==> src/rtl/common_pkg.sv <==
// Shared pipeline types: instruction bus structs, IF/ID register layout and fetch FSM states.
package common;

  localparam logic [63:0] PCINIT = 64'h8000_0000;

  typedef enum logic [1:0] {BOOT, FETCH, SQUASH, HOLD} fetch_state_t;

  typedef struct packed {
    logic        valid;
    logic [63:0] addr;
  } ibus_req_t;

  typedef struct packed {
    logic        addr_ok;
    logic        data_ok;
    logic [31:0] data;
  } ibus_resp_t;

  typedef struct packed {
    logic        valid;
    logic [63:0] pcPlus4;
    logic [31:0] instr;
    logic [63:0] instrAddr;
  } REG_IF_ID;

endpackage

==> src/rtl/fetch_stage.sv <==
// Instruction fetch: owns the PC, keeps one bus request in flight, feeds decode through
// if_id with a one-entry skid buffer, and squashes in-flight requests on redirect.
module fetch_stage
  import common::*;
#(
  parameter logic [63:0] PC_INIT = PCINIT
) (
  input  logic        clk,
  input  logic        reset,
  output ibus_req_t   ireq,
  input  ibus_resp_t  iresp,
  input  logic        stall,
  input  logic        redirect_valid,
  input  logic [63:0] redirect_pc,
  output REG_IF_ID    if_id
);

  fetch_state_t state_reg;
  logic [63:0]  pc_reg;
  logic [63:0]  req_addr_reg;
  REG_IF_ID     buf_reg;
  REG_IF_ID     if_id_reg;

  logic [63:0]  target;
  logic [63:0]  seq_addr;
  logic         consumed;
  REG_IF_ID     fetched;
  logic         unused_bits;

  // addr_ok is not part of the handshake; the low target bits are forced to zero.
  assign unused_bits = iresp.addr_ok ^ redirect_pc[1] ^ redirect_pc[0];

  assign target   = {redirect_pc[63:2], 2'b00};
  assign seq_addr = req_addr_reg + 64'd4;
  assign consumed = if_id_reg.valid && !stall;

  always_comb begin
    fetched           = '0;
    fetched.valid     = 1'b1;
    fetched.instr     = iresp.data;
    fetched.instrAddr = req_addr_reg;
    fetched.pcPlus4   = seq_addr;
  end

  always_comb begin
    ireq       = '0;
    ireq.valid = (state_reg == FETCH) || (state_reg == SQUASH);
    ireq.addr  = req_addr_reg;
  end

  assign if_id = if_id_reg;

  always_ff @(posedge clk or posedge reset) begin
    if (reset) begin
      state_reg    <= BOOT;
      pc_reg       <= PC_INIT;
      req_addr_reg <= PC_INIT;
      buf_reg      <= '0;
      if_id_reg    <= '0;
    end else if (redirect_valid) begin
      pc_reg          <= target;
      if_id_reg.valid <= 1'b0;
      buf_reg.valid   <= 1'b0;
      case (state_reg)
        // An unfinished request must still complete on the bus, so it is squashed instead.
        FETCH: begin
          if (iresp.data_ok) req_addr_reg <= target;
          else               state_reg    <= SQUASH;
        end
        SQUASH: begin
          if (iresp.data_ok) begin
            req_addr_reg <= target;
            state_reg    <= FETCH;
          end
        end
        default: begin
          req_addr_reg <= target;
          state_reg    <= FETCH;
        end
      endcase
    end else begin
      if (consumed) if_id_reg.valid <= 1'b0;
      case (state_reg)
        BOOT: begin
          req_addr_reg <= pc_reg;
          state_reg    <= FETCH;
        end
        FETCH: begin
          if (iresp.data_ok) begin
            if (!if_id_reg.valid || !stall) begin
              if_id_reg <= fetched;
            end else begin
              buf_reg   <= fetched;
              state_reg <= HOLD;
            end
            pc_reg       <= seq_addr;
            req_addr_reg <= seq_addr;
          end
        end
        HOLD: begin
          if (!stall) begin
            if_id_reg     <= buf_reg;
            buf_reg.valid <= 1'b0;
            req_addr_reg  <= pc_reg;
            state_reg     <= FETCH;
          end
        end
        SQUASH: begin
          if (iresp.data_ok) begin
            req_addr_reg <= pc_reg;
            state_reg    <= FETCH;
          end
        end
        default: state_reg <= BOOT;
      endcase
    end
  end

endmodule

==> config.mk <==
export PLATFORM = sky130hd
export DESIGN_NAME = fetch_stage
export DESIGN_NICKNAME = d
export VERILOG_FILES = /design/src/rtl/common_pkg.sv /design/src/rtl/fetch_stage.sv
export SDC_FILE = /design/constraint.sdc
export NUM_CORES = 1
export LEC_CHECK = 0
export ABC_AREA = 1
export CAP_MARGIN = 20
export CORE_MARGIN = 2
export CORE_UTILIZATION = 55
export CTS_BUF_LIST = sky130_fd_sc_hd__clkbuf_2 sky130_fd_sc_hd__clkbuf_4 sky130_fd_sc_hd__clkbuf_8
export DETAILED_ROUTE_END_ITERATION = 10
export MAX_ROUTING_LAYER = met4
export PLACE_DENSITY = 0.81
export SETUP_SLACK_MARGIN = 0.02
export SLEW_MARGIN = 20
export SYNTH_ARGS = -nofsm -noshare
export SYNTH_HDL_FRONTEND = slang
export SYNTH_SLANG_ARGS = --single-unit
==> constraint.sdc <==
create_clock -name clk -period 16.5 [get_ports clk]
set_input_delay 1.65 -clock clk [delete_from_list [all_inputs] [get_ports clk]]
set_output_delay 1.65 -clock clk [all_outputs]
set_load 0.05 [all_outputs]
==> After elaboration in Yosys (flattened, before gate mapping) <==
Index checks and enable logic that the tools add are counted.
{ "op_classes": {"n_addsub": 1, "eq_ne": 12, "muxes": 28, "bitwise_logic": 2, "reduce_logical": 17} }
{ "ops": {"columns": ["cell", "count"], "rows": [
  ["two-way mux 161 bit", 5],
  ["two-way mux 64 bit", 8],
  ["one-hot mux 161 bit (2 select lines)", 1],
  ["one-hot mux 64 bit (4 select lines)", 1],
  ["adder 64 x 3 -> 64 bit, second input constant", 1],
  ["inequality test 3 bit, second input constant", 6],
  ["AND reduction 4 bit", 4],
  ["two-way mux 2 bit", 6],
  ["one-hot mux 2 bit (4 select lines)", 1],
  ["nonzero test 2 bit", 3],
  ["AND reduction 5 bit", 1],
  ["== test 2 bit, second input constant", 2],
  ["two-way mux 1 bit", 4],
  ["inequality test 2 bit, second input constant", 2],
  ["one-hot mux 2 bit (2 select lines)", 1],
  ["nonzero test 3 bit", 1],
  ["== test 2 x 1 -> 1 bit, second input constant", 1],
  ["zero test 1 bit", 2],
  ["zero test 2 bit", 1],
  ["logical OR 1 bit", 2],
  ["inequality test 2 x 1 -> 1 bit, second input constant", 1],
  ["inverter 1 bit", 2],
  ["one-hot mux 1 bit (2 select lines)", 1],
  ["AND reduction 2 bit", 1],
  ["2 further kinds", 2]
]} }
{ "totals": {"register_bits": 452, "inputBits": 102, "output_inout_bits": 226, "elab_cells": 71} }

==> Logic depth before layout (Yosys ltp) <==
Gate-level depths: netlist of run 1.
{ "logic_depth": {"word_depth": 7, "ltp_mapped": 12, "depth_no_buf": 11} }

==> Least setup slack after synthesis of run 1 <==
Ideal clock, no wire load.
{ "synth_path": {"path_kind": "input to register", "startpoint": "input port iresp[32] (netlist bit)", "endpoint": "register buf_reg[116] (netlist bit)", "arrival_ps": 2640, "t_required_ps": 16383, "setup_slack_ps": 13743, "stages": 9, "path_buffers": 2, "path_cell_list": "nand2_1 > nor2_4 > inv_2 > nor2_2 > inv_2 > buf_2 > clkbuf_1 > nand2_1 > nand2_1"} }
{ "synth_between": {"elab_chain_cells": 1} }
{ "synth_lines": {"columns": ["element", "line", "rtl"], "rows": [
  ["start: declaration", "fetch_stage.sv:11", "input ibus_resp_t iresp,"],
  ["AND reduction 4 bit (no source line)", null, null],
  ["end signal: assignment", "fetch_stage.sv:93", "buf_reg <= fetched;"],
  ["end: declaration", "fetch_stage.sv:21", "REG_IF_ID buf_reg;"]
]} }
Every way passes these cells.
A chain may end at the register's enable or synchronous reset.

==> Worst setup path in the final report of run 1 <==
{ "layout_path": {"startpoint": "input port stall", "endpoint": "register if_id_reg, in the netlist if_id[12]"} }
{ "layout_between": {"elab_chain_cells": 4, "word_cells_on_any_way": 5, "cone_classes": "eq/ne: 2; reduce/logical: 3"} }
{ "layout_lines": {"columns": ["element", "line", "rtl"], "rows": [
  ["start: declaration", "fetch_stage.sv:12", "input logic stall,"],
  ["zero test 1 bit", null, null],
  ["logical OR 1 bit", "fetch_stage.sv:90", "if (!if_id_reg.valid || !stall) begin"],
  ["inequality test 2 x 1 -> 1 bit (no source line)", null, null],
  ["AND reduction 5 bit (no source line) (*)", null, null],
  ["end signal: assignment", "fetch_stage.sv:91", "if_id_reg <= fetched;"],
  ["end signal: assignment", "fetch_stage.sv:102", "if_id_reg <= buf_reg;"],
  ["end: declaration", "fetch_stage.sv:22", "REG_IF_ID if_id_reg;"]
]} }
Mark *: on every way between the ends. The rest lies on a longest branch, timed or not.

==> results of run 1 <==
power by group:
group          internal (mW)  leakage (nW)  switching (mW)
combinational          0.859          5.94            2.01
clock                  0.581         0.820           0.453
sequential              1.55          5.48           0.401
total                   2.99          12.2            2.87
placed cells by master (no fill, tap or decap), types with 51 or more instances in the layout:
cell type	instances
nand2_1	967
dfrtp_1	446
clkdlybuf4s50_1	323
nor2_1	293
inv_1	190
a21oi_1	154
o21ai_0	116
clkbuf_8	93
a31oi_1	65
o22ai_1	65
nand3_1	51
worst max-delay path, stage by stage:
cell,delay (ps)
clkdlybuf4s50_1,500
nand2_1,120
inv_1,60
nor2_1,110
nand2_1,100
nor2_4,740
buf_4,850
buf_4,820
nand2_1,290
nand2_1,120
final cells by class:
cell class	instances	area share [%]
clock inverter	9	0.3315
timing repair buffer	347	13.09
inverter	199	2.860
antenna	1	0.009472
multi-input combinational	1914	33.23
clock buffer	119	5.583
tap	518	2.453
sequential	448	42.44
path summary, 6_finish.rpt:
kind | slack, ps | depth (start not counted) | startpoint | end
worst max register to register | 12340 | 11 | state_reg[1]$_DFFE_PP0P_ | if_id[12]$_DFFE_PP0P_
min in group asynchronous | 1580 | 2 | reset | if_id[53]$_DFFE_PP0P_
worst max-delay path | 11640 | 10 | stall | if_id[12]$_DFFE_PP0P_
worst min-delay path | 470 | 2 | buf_reg[72]$_DFFE_PP0P_ | buf_reg[72]$_DFFE_PP0P_
max in group asynchronous | 12460 | 5 | reset | pc_reg[30]$_DFFE_PP0P_
worst min register to register | 470 | 2 | buf_reg[72]$_DFFE_PP0P_ | buf_reg[72]$_DFFE_PP0P_
through the flow:
step                worst slack [ps]  instances  hold WS [ps]  power, mW
global route                   11430       3555         499.3      6.146
global placement               10590       3424         454.4      4.713
CTS                            11690       3553         473.9      5.836
detailed placement             11040       3425         458.6      4.791
floorplan                       2368       2714         442.2      3.760
finish                         11640       3555         474.8      5.860
kinds of logic after synthesis:
| group | count (synthesis) | synth area share, % |
|---|---|---|
| and+or+nand+nor | 1370 | 25.41 |
| AOI/OAI and AO/OA | 516 | 14.24 |
| DFF | 448 | 52.47 |
| buffers and inverters | 352 | 6.657 |
| xor gates and xnor gates | 24 | 0.9836 |
| adders and majority gates | 4 | 0.2342 |
per-layer routing:
metal / track usage (%) / wire [µm] / up-vias
met5: - / 0 / -
met4: 16.56 / 3265 / 0
met3: 8.455 / 8364 / 247
met2: 53.52 / 32200 / 1354
met1: 49.00 / 28460 / 9976
li1: - / - / 9319
==> impl_results.md, run 1 <==
* Status: finished, final reports clean
* CTS tree: built
* F_max at 205.6 MHz
* DRC at 0
* First-pass GRT wire length at 112600 µm
* Overall Global Routing Usage at 36.63%
* Seq cells post-synth at 448
* Wirelength per Cell at 20.33 µm
* Final instance area at 26420 µm²
* Commonest cells post-synth: 968 x nand2_1, 446 x dfrtp_1, 296 x nor2_1
* Final-report setup violation count at 0
* Placed cell area at 24830 µm²
* Die area at 40450 µm²
* Post-CTS setup buffer count at 0
* Die Y at 201.1 µm
* Async SR Flop Fraction at 100.0%
* Final net count at 3090
* Worst-path clk slew at 60 ps
* Slew margin rel. at 23.68%
* Final ANT Viol Nets at 0
* Hold crit path type: register to register
* Tcrit/Tclk final at 29.47%
* Post-Syn Area at 21370 µm²
* Area of the multi-input gates at 8780 µm²
* CP Capture Type: register
* P_leak at 12.23 nW
* Dpl hpwl at 47300 µm
* Top cells by area, synth: dfrtp_1 52%, nand2_1 17%, nor2_1 5.2%, a21oi_1 3.6%, inv_1 3.4%
* Via density at 5.878
* RD Place Congestion at 0.9485
* Biggest area consumer among synthesized cells: dfrtp_1
* Tightest Pin Transition at 1145 ps
* Req. time, crit path at 17050 ps
* Peak supply drop at 0.1601 mV
* Initial antenna violation count at 1
* Count leader, synth: nand2_1
* Post-synth EDFFs at 0
* Cells after synthesis at 2714
* Largest net degree at the start of global routing at 190
* CTS buffer count at 74
* # clock sinks at 448
* Core ar. at 38470 µm²
* Sequential fraction of the synthesis area at 52.47%
* Clk Tree Root Cell: clkbuf_8
* Vias in the first global route at 20330
* Period minus WS final at 4863 ps
* Slew Limit Fails at 0
* H-tree levels at 3
* Ports at 328
* Area grow syn2layout at 23.63%
* CP Max Fanout at 80
* Pwr per Cell Area at 221.8 nW/µm²
* Storage cell area at 11210 µm²
* First-pass iteration count of the detailed router at 8
* Overflow after GRT at 0
* Fillers at 3090
* Number of buffers added on ports at 324
* Synthesized area per cell at 7.874 µm²
* Layout cells sized above 1 at 7.049%
* FP Rows at 72
* Setup TNS at 0 ps
* Fin util at 68.68%
* Final Hold Vio Count at 0
* DRT Wirelength at 72290 µm
* Yosys warns at 0
* Top FF cell, synth: dfrtp_1
* Syn Nets at 2820
* Arrival @ worst endpoint at 5420 ps
* CP startpoint kind: input port
* Starting density of the core at 55.56%
* Die X at 201.1 µm
* Synth cell types at 35
* Hold_buf cts at 0
* Vias at 20900
* Max-Cap Viols at 0
* Cts repair resizes at 0
* WS Path Type: input port to register
* Clock latency on the worst-skew pair at 640 ps
* Initial DRC Count at 2467
* Longest Clk Path Bufs at 3
* RSZ-0062 raised after global routing: false
* Clock skew at 24.97 ps
* Post-synth top area share at 52.22%
Note: power is estimated with default switching activity, not from simulation.
==> run 2, diff against run 1 <==
CORE_UTILIZATION = 51   (was 55)
PLACE_DENSITY = 0.79   (was 0.81)
clock period = 4.2 ns   (was 16.5 ns; I/O delays follow)
==> run 2 against run 1 <==
  * Die area grew 7.7%
  * Clock power grew to 3.9 times the previous value
  * Flip-flop and latch count is the same
  * Design area increased by 0.30%
  * Register-to-register slack worse by 11000 ps
  * Count of clock-buffer cells in the layout shrank 1
  * Combinational power rose to 3.9 times the previous value
  * Final cell count grew 0.56%
  * Critical endpoint is now buf_reg[113]$_DFFE_PP0P_
  * Largest power group unchanged
==> impl_results.md, run 2 (synthesis results as in run 1) <==
* Status: finished, final reports clean
* Largest net degree at the start of global routing at 221
* Family with the most delay on the worst path: buffers and inverters
* Slew margin rel. at 29.01%
* Hold_buf cts at 0
* Bufs and invs on worst path at 4
* Arrival @ worst endpoint at 3610 ps
* Vias at 20690
* Starting density of the core at 51.98%
* WS Path Type: register to register
* First-pass GRT wire length at 113800 µm
* Peak supply drop at 0.6179 mV
* RSZ-0062 raised after global routing: false
* FF-to-FF Start: state_reg[1]$_DFFE_PP0P_
* Worst setup margin at 1047 ps
* Ports at 328
* RD Place Congestion at 0.9577
* Max-Cap Viols at 0
* Hold Path Origin: redirect_valid
* Hold depth at 3
* Reg-to-reg slack, setup at 1050 ps
* Die X at 208.7 µm
* Hold crit path type: input port to register
* Cts repair resizes at 0
* Worst stage delay on the critical path at 660 ps
* Initial antenna violation count at 2
* Placed cells at 3446
* Pwr per Cell Area at 868.5 nW/µm²
* H-tree levels at 3
* Hold Path End: pc_reg[8]$_DFFE_PP0P_
* Slowest-stage cell, CP: buf_4
* Number of buffers added on ports at 324
* Overall Global Routing Usage at 34.37%
* Tightest Pin Transition at 1064 ps
* Longest Clk Path Bufs at 3
* Commonest cells after routing, fill and taps aside: 967 x nand2_1, 446 x dfrtp_1, 323 x clkdlybuf4s50_1
* Core ar. at 41110 µm²
* Total power at 23.01 mW
* Area grow syn2layout at 24.00%
* Wirelength per Cell at 20.42 µm
* Die Y at 208.7 µm
* CP startpoint kind: register
* Final net count at 3096
* # clock sinks at 448
* Met3 Use GR at 6.537%
* CP Max Fanout at 65
* Area of the multi-input gates at 8780 µm²
* DRT Wirelength at 72990 µm
* Final ANT Viol Nets at 0
* Reg2Reg Capture Point: buf_reg[113]$_DFFE_PP0P_
* R2R depth at 9
* Dpl ws at 956.4 ps
* Overflow after GRT at 0
* Via density at 5.787
* Most common cell after layout, fill and taps aside: nand2_1
* Dpl hpwl at 48670 µm
* Crit-path cells: inv_1, ha_1, nand2_1, nor2_4, inv_2, nor2_4, inv_2, buf_4, o21ai_0
* DRC at 0
* Slew Limit Fails at 0
* Tcrit/Tclk final at 75.08%
* Fillers at 3461
* Clock skew at 30.76 ps
* Clk Tree Root Cell: clkbuf_8
* F_max at 317.1 MHz
* Post-route non-filler standard cell count at 3575
* Die area at 43560 µm²
* FP Rows at 74
* Post-CTS setup buffer count at 0
* CP Capture Type: register
* CTS buffer count at 74
* Vias in the first global route at 20140
* Final Hold Vio Count at 0
* WHS at 283.0 ps
* Storage cell area at 11210 µm²
* CTS tree: built
* Grt met2 use at 48.95%
* Clock latency on the worst-skew pair at 640 ps
* Worst-path clk slew at 60 ps
* Initial DRC Count at 2230
* Period minus WS final at 3153 ps
* Final-report setup violation count at 0
* Busiest grt layer: met2
* Layout cells sized above 1 at 7.202%
* First-pass iteration count of the detailed router at 6
* GR Util met1 at 47.62%
* P_leak at 12.27 nW
* Req. time, crit path at 4660 ps
## run 2: changes by cell type in the layout (fill, tap and decap cells not counted), moves of 2 or more
cell,previous run,this run
buf_4,21,23
inv_6,2,0
clkbuf_8,93,96
clkbuf_4,26,22
clkinv_2,3,7
buf_12,2,7
## run 2: per-layer routing
| layer | part of all wire (%) | wire length, µm |
|---|---|---|
| met1 | 42 | 30320 |
| met2 | 44 | 32050 |
| met3 | 10 | 7562 |
| met4 | 4.2 | 3062 |
| met5 | 0 | 0 |
## run 2: area by class of cell
| class | instances | area share, % |
|---|---|---|
| flip-flops and latches | 448 | 42.32 |
| multi-input cells | 1914 | 33.13 |
| repair buffers | 353 | 13.38 |
| clock buffers | 118 | 5.609 |
| inverters | 199 | 2.842 |
| well taps | 532 | 2.512 |
| clock inverters | 9 | 0.1889 |
| diodes | 2 | 0.01889 |
## run 2: report_power, final
| part | internal (mW) | switching, mW |
|---|---|---|
| sequential | 6.11 | 1.58 |
| clock | 2.23 | 1.78 |
| combinational | 3.41 | 7.91 |
## run 2: worst max-delay path by stage
stage / from / to / slack, ps / cells after the start
after floorplan: reset / buf_reg[100]$_DFFE_PP0P_ / -2280 / 1
after global placement: iresp[32] / buf_reg[110]$_DFFE_PP0P_ / 1020 / 8
after detailed placement: iresp[32] / buf_reg[104]$_DFFE_PP0P_ / 960 / 8
after CTS: state_reg[1]$_DFFE_PP0P_ / buf_reg[113]$_DFFE_PP0P_ / 1100 / 9
after global routing: state_reg[1]$_DFFE_PP0P_ / buf_reg[103]$_DFFE_PP0P_ / 860 / 9
final: state_reg[1]$_DFFE_PP0P_ / buf_reg[113]$_DFFE_PP0P_ / 1050 / 9
## run 2: tightest hold or removal path, stage by stage
cell,delay (ps)
buf_4,210
nand2_1,120
o211ai_1,80
## run 2: stage by stage
stage | cell area, µm² | util, % | TNS, ps
floorplan | 21370 | - | -1016070
global placement | 24960 | 60.71 | 0
detailed placement | 24960 | 60.71 | 0
CTS | 26490 | 64.45 | 0
global route | 26500 | 64.46 | 0
finish | 26500 | 64.46 | 0
